### src/rtl/ascon_rng_ctrl.sv
// ascon_rng_ctrl: sequencing controller running an external ASCON permutation
// as a sponge DRBG. It absorbs a 128-bit seed, fires the permutation, squeezes
// 64-bit words (x0) over a valid/ready stream and forces a reseed after
// RESEED_INTERVAL words.
// Optional feature macro: ASCON_RNG_HEALTH_EN (repetition health test).
//
// Handshakes: a transfer happens on a rising clk edge where valid and ready
// are both 1. valid/data are held stable until that edge, and valid never
// depends combinationally on ready.
module ascon_rng_ctrl #(
  parameter int unsigned RESEED_INTERVAL = 1024,
  parameter int unsigned TIMEOUT_CYCLES  = 32,
  parameter logic [63:0] IV              = 64'h80400C0600000000
) (
  input  logic         clk,
  input  logic         rst_n,
  input  logic         seed_valid,
  output logic         seed_ready,
  input  logic [127:0] seed_data,
  output logic         rnd_valid,
  input  logic         rnd_ready,
  output logic [63:0]  rnd_data,
  output logic         perm_start,
  output logic [319:0] perm_state_in,
  input  logic [319:0] perm_state_out,
  input  logic         perm_done,
  output logic         reseed_req,
  output logic         busy,
  output logic         error,
  output logic [2:0]   dbg_state
);

  localparam int CW = $clog2(RESEED_INTERVAL + 1);
  localparam int TW = $clog2(TIMEOUT_CYCLES + 1);
  localparam logic [CW-1:0] CNT_LAST = CW'(RESEED_INTERVAL);
  localparam logic [TW-1:0] TMO_LAST = TW'(TIMEOUT_CYCLES - 1);

  typedef enum logic [2:0] {
    S_IDLE      = 3'd0,
    S_START     = 3'd1,
    S_WAIT      = 3'd2,
    S_OUT       = 3'd3,
    S_NEED_SEED = 3'd4,
    S_ERR       = 3'd5
  } state_e;

  state_e          r_fsm;
  state_e          w_fsm_nxt;
  logic [319:0]    r_state;
  logic [CW-1:0]   r_cnt;
  logic [TW-1:0]   r_tmo;
  logic            r_armed;   // done has been seen low since the start pulse
  logic            r_live;    // keeps seed_ready low while reset is applied
  logic            w_seed_hs;
  logic            w_rnd_hs;
  logic            w_done_q;
  logic            w_repeat;
  logic [CW-1:0]   w_cnt_inc;

  assign w_seed_hs = seed_valid & seed_ready;
  assign w_rnd_hs  = rnd_valid & rnd_ready;
  assign w_cnt_inc = r_cnt + 1'b1;
  // A done level is only trusted after the first WAIT cycle and after it has
  // dropped once, so a level left over from the previous run is never taken.
  assign w_done_q  = (r_fsm == S_WAIT) & perm_done & r_armed & (r_tmo != '0);

`ifdef ASCON_RNG_HEALTH_EN
  logic [63:0] r_last;
  logic        r_last_vld;

  assign w_repeat = r_last_vld & (perm_state_out[319:256] == r_last);

  // Remember the last emitted word; any seed absorb invalidates it
  always_ff @(posedge clk or negedge rst_n) begin
    if (!rst_n) begin
      r_last     <= '0;
      r_last_vld <= 1'b0;
    end else if (w_seed_hs) begin
      r_last_vld <= 1'b0;
    end else if (w_rnd_hs) begin
      r_last     <= r_state[319:256];
      r_last_vld <= 1'b1;
    end
  end
`else
  assign w_repeat = 1'b0;
`endif

  // FSM state register
  always_ff @(posedge clk or negedge rst_n) begin
    if (!rst_n) r_fsm <= S_IDLE;
    else        r_fsm <= w_fsm_nxt;
  end

  // Next-state logic
  always_comb begin
    w_fsm_nxt = r_fsm;
    case (r_fsm)
      S_IDLE:      if (w_seed_hs) w_fsm_nxt = S_START;
      S_START:     w_fsm_nxt = S_WAIT;
      S_WAIT: begin
        if (w_done_q)              w_fsm_nxt = w_repeat ? S_ERR : S_OUT;
        else if (r_tmo == TMO_LAST) w_fsm_nxt = S_ERR;
      end
      S_OUT: begin
        if (w_rnd_hs) w_fsm_nxt = (w_cnt_inc == CNT_LAST) ? S_NEED_SEED : S_START;
      end
      S_NEED_SEED: if (w_seed_hs) w_fsm_nxt = S_START;
      S_ERR:       w_fsm_nxt = S_ERR;
      default:     w_fsm_nxt = S_ERR;
    endcase
  end

  // Output decode from the current state only
  always_comb begin
    seed_ready = 1'b0;
    rnd_valid  = 1'b0;
    perm_start = 1'b0;
    reseed_req = 1'b0;
    busy       = 1'b0;
    error      = 1'b0;
    case (r_fsm)
      S_IDLE:      seed_ready = r_live;
      S_START: begin
        perm_start = 1'b1;
        busy       = 1'b1;
      end
      S_WAIT:      busy = 1'b1;
      S_OUT:       rnd_valid = 1'b1;
      S_NEED_SEED: begin
        reseed_req = 1'b1;
        seed_ready = 1'b1;
      end
      S_ERR:       error = 1'b1;
      default:     error = 1'b1;
    endcase
  end

  assign rnd_data      = rnd_valid ? r_state[319:256] : 64'h0;
  assign perm_state_in = r_state;
  assign dbg_state     = r_fsm;

  // Sponge state, word counter and permutation timeout bookkeeping
  always_ff @(posedge clk or negedge rst_n) begin
    if (!rst_n) begin
      r_state <= '0;
      r_cnt   <= '0;
      r_tmo   <= '0;
      r_armed <= 1'b0;
      r_live  <= 1'b0;
    end else begin
      r_live <= 1'b1;
      case (r_fsm)
        S_IDLE: if (w_seed_hs) r_state <= {IV, seed_data, 128'h0};
        S_START: begin
          r_tmo   <= '0;
          r_armed <= 1'b0;
        end
        S_WAIT: begin
          r_tmo <= r_tmo + 1'b1;
          if (!perm_done) r_armed <= 1'b1;
          if (w_done_q)   r_state <= perm_state_out;
        end
        S_OUT: if (w_rnd_hs) r_cnt <= (w_cnt_inc == CNT_LAST) ? '0 : w_cnt_inc;
        S_NEED_SEED: if (w_seed_hs) r_state[255:128] <= r_state[255:128] ^ seed_data;
        default: ;
      endcase
    end
  end

endmodule

### config.mk
export PLATFORM = sky130hd
export DESIGN_NAME = ascon_rng_ctrl
export DESIGN_NICKNAME = d
export VERILOG_FILES = /design/src/rtl/ascon_rng_ctrl.sv
export SDC_FILE = /design/constraint.sdc
export NUM_CORES = 1
export LEC_CHECK = 0
export CAP_MARGIN = 30
export CORE_AREA = 2 2 334 336
export DETAILED_ROUTE_END_ITERATION = 10
export DIE_AREA = 0 0 336 338
export DONT_BUFFER_PORTS = 1
export GPL_ROUTABILITY_DRIVEN = 0
export PLACE_DENSITY = 0.38
export SLEW_MARGIN = 40
export SYNTH_ARGS = -nofsm -noshare
export SYNTH_HDL_FRONTEND = slang
export SYNTH_SLANG_ARGS = --single-unit
### constraint.sdc
create_clock -name clk -period 2.8 [get_ports clk]
set_clock_uncertainty 0.15 [all_clocks]
set_input_delay 0.7 -clock clk [delete_from_list [all_inputs] [get_ports clk]]
set_output_delay 0.7 -clock clk [all_outputs]
set_load 0.01 [all_outputs]
==> results_dict.tcl <==
set metrics [dict create \
    fin_total_pwr_mw 28.6 \
    first_global_vias 16400 \
    worst_ep_arrival_time_ns 1.91 \
    synth_edf_count 0 \
    antenna_found_initial 8 \
    cap_violations 0 \
    design.portCount 846 \
    drive_gt1_frac 0.113 \
    synthesis.area_um2 18700 \
    max_freq_mhz 362 \
    synth-async-reset-ratio 1.00 \
    dp_slack_ns 0.0997 \
    path_cells "nor2b_4 -> buf_12 -> clkbuf_16 -> and3_4" \
    gr-total-overflow 0 \
    initial_drc_count 850 \
    r2r_slack_ns 0.12 \
    cts_tree "built" \
    r2r-start "r_tmo[0]" \
    criticalPathCategory "flop to primary output" \
    grt_first_pass_wirelength_mm 124 \
    route.detailed.drc 0 \
    setup_viols_final 0 \
    worst_path_max_delay_cell "sky130_fd_sc_hd__dfrtp_4" \
    post-synth-top-area-cell "sky130_fd_sc_hd__dfrtp_1" \
    status "finished, violations left" \
    cts.htree.levels 2 \
    ys_top_cells_by_area "sky130_fd_sc_hd__dfrtp_1 46%, sky130_fd_sc_hd__nand2_1 11%, sky130_fd_sc_hd__nor2_1 7.9%" \
    num_rows 122 \
    max_slew_margin 0.348 \
    core_region_area_um2 110000 \
    place.detailed.hpwl_mm 62.9 \
    grt_start_max_net_pins 343 \
    clock_tree.root_cell "sky130_fd_sc_hd__clkbuf_16" \
    clockBufferDepth 3 \
    worst_r2r_path_depth 10 \
    finalNetCount 2783 \
    clock_sinks 342 \
    critical_path.max_stage_delay_ns 0.50 \
    setup_repair_after_global_routing_missed_its_margin "true" \
    detail_route_antenna_nets 0 \
    postRouteWirelength_mm 91.3 \
    global_route.usage.total 0.148 \
    post_drt_via_cell_ratio 4.48 \
    min_period_over_period 0.987 \
    yosysSeqAreaShare 0.457 \
    layout.cells.most_common "sky130_fd_sc_hd__nand2_1" \
    final-hold-violation-count 342 \
    die_w_um 336 \
    power_per_cell_area_nw_per_um2 1220 \
    n_fill_cell 12100 \
    hold_path_class "input pin to asynchronous set/reset pin" \
    setup.worst_path.start_class "flop" \
    static-leakage-power_nw 9.83 \
    worst-endpoint-required_ns 1.95 \
    critPathCaptureType "primary output" \
    cts_buffers 46 \
    period_minus_slack_ns 2.76 \
    synthDominantCellAreaShare 0.457 \
    clk_pin_slew_worst_paths_ns 0.06 \
    timing.critical_path.fanout_max 22 \
    post_synth_num_cell_types 44 \
    synth.yosys.warnings 0 \
    clock_latency_ns 0.61 \
    timing.final.ws_setup_ns 0.0363 \
    final_util 0.213 \
    worst_hold_slack_ns -0.344 \
    synthesis.nets 2787 \
    violations "hold timing" \
    drt_pass1_iterations 5 \
    fp.dieH_um 338 \
    total_number_of_vias 17300 \
    io_buffers 0 \
    postSynthCellCount 2331 \
    floorplan.initialDensity 0.170 \
    critical_path.startpoint "dbg_state[2]" \
    final_cell_mix "527 x sky130_fd_sc_hd__nand2_1, 390 x sky130_fd_sc_hd__nor2_1, 339 x sky130_fd_sc_hd__dfrtp_1" \
    irDropWorstVdd_uv 459 \
    maxSlewViolCount 0 \
    area_growth_syn_to_layout_pct 25.2 \
    postSynth.topFlopCell "sky130_fd_sc_hd__dfrtp_1" \
    tns_ns 0 \
    postCtsHoldBufs 44 \
    ys_ff_latch 342 \
    post_drt_wl_per_cell_um 23.7 \
    tightest_slew_ns 0.978 \
    syn_avg_cell_area_um2 8.04 \
    design.die.area_um2 114000 \
]
==> critical path: cells and delay by family, from the launching register on <==
family | cells | cell delay [ns]
flops | 1 | 0.50
buf+inv | 2 | 0.38
simple gates | 2 | 0.41
==> flip-flops by register name (all words and copies together) (netlist names) <==
signal and flops:
dbg_state 3, r_tmo 6, perm_state_in 320, r_live 1
r_cnt 11, r_armed 1
==> Yosys cell counts, types with 3 or more instances <==
library cell / instances
sky130_fd_sc_hd__and2_1: 3
sky130_fd_sc_hd__clkbuf_1: 138
sky130_fd_sc_hd__o211a_1: 129
sky130_fd_sc_hd__clkbuf_2: 7
sky130_fd_sc_hd__o21ai_0: 212
sky130_fd_sc_hd__nand3_1: 7
sky130_fd_sc_hd__o21ai_1: 121
sky130_fd_sc_hd__dfrtp_1: 342
sky130_fd_sc_hd__buf_2: 20
sky130_fd_sc_hd__nand2_1: 528
sky130_fd_sc_hd__nand2b_1: 6
sky130_fd_sc_hd__nand4_1: 6
sky130_fd_sc_hd__nor2b_1: 6
sky130_fd_sc_hd__nor3_1: 130
sky130_fd_sc_hd__and3_1: 67
sky130_fd_sc_hd__buf_4: 13
sky130_fd_sc_hd__a21oi_1: 3
sky130_fd_sc_hd__buf_6: 26
sky130_fd_sc_hd__xnor2_1: 6
sky130_fd_sc_hd__ha_1: 3
sky130_fd_sc_hd__inv_1: 6
sky130_fd_sc_hd__buf_1: 4
sky130_fd_sc_hd__mux2i_1: 4
sky130_fd_sc_hd__nor2_1: 394
sky130_fd_sc_hd__o41ai_1: 128
==> final timing paths <==
kind                                 endpoint
max reg2reg                perm_state_in[177]
max                              rnd_data[25]
min                        perm_state_in[234]
min in group clk           perm_state_in[284]
max in group asynchronous  perm_state_in[317]
min reg2reg                          r_cnt[6]
==> power breakdown <==
group	total, mW	switching (mW)	internal (mW)
Sequential	11.3	4.10	7.17
Combinational	11.2	6.45	4.79
Clock	6.12	2.51	3.61
==> cell type report <==
| type | instances | area (um^2) | area share |
|---|---|---|---|
| Antenna cell | 4 | 10.0 | 0.000427 |
| Clock buffer | 72 | 1440 | 0.0614 |
| Clock inverter | 9 | 98.8 | 0.00421 |
| Inverter | 6 | 25.0 | 0.00107 |
| Multi-Input combinational cell | 1775 | 9460 | 0.403 |
| Sequential cell | 342 | 8570 | 0.365 |
| Tap cell | 1488 | 1860 | 0.0794 |
| Timing Repair Buffer | 156 | 1990 | 0.0850 |
==> through the flow <==
stage	cells	area, um^2
5_1_grt	3850	23500
3_3_place_gp	3689	20600
2_1_floorplan	2331	18700
3_5_place_dp	3689	20600
4_1_cts	3826	22900
6_report	3852	23500
==> logic make-up (layout without fill, tap and decap cells) <==
family	count (synthesis)	count (layout)	synth area share
AOI/OAI and AO/OA	606	606	0.224
muxes	4	4	0.00214
xor gates and xnor gates	8	8	0.00374
buffers and inverters	214	243	0.0577
DFF	342	342	0.457
other	1	5	0.000200
and+or+nand+nor	1153	1153	0.253
adders and majority gates	3	3	0.00200
==> what timing repair did <==
action,CTS,global route
gates resized for setup,43,58
endpoints found under the hold margin,386,342
setup endpoints to repair,69,204
gates cloned,2,6
setup buffers,10,14
pin swaps,6,7
==> per-layer routing <==
metal | global-route usage | part of all wire
met2 | 0.235 | 0.46
met3 | 0.0703 | 0.11
met1 | 0.176 | 0.40
met4 | 0.0464 | 0.027
met5 | 0 | 0.00078
(Power assumes the default switching activity.)
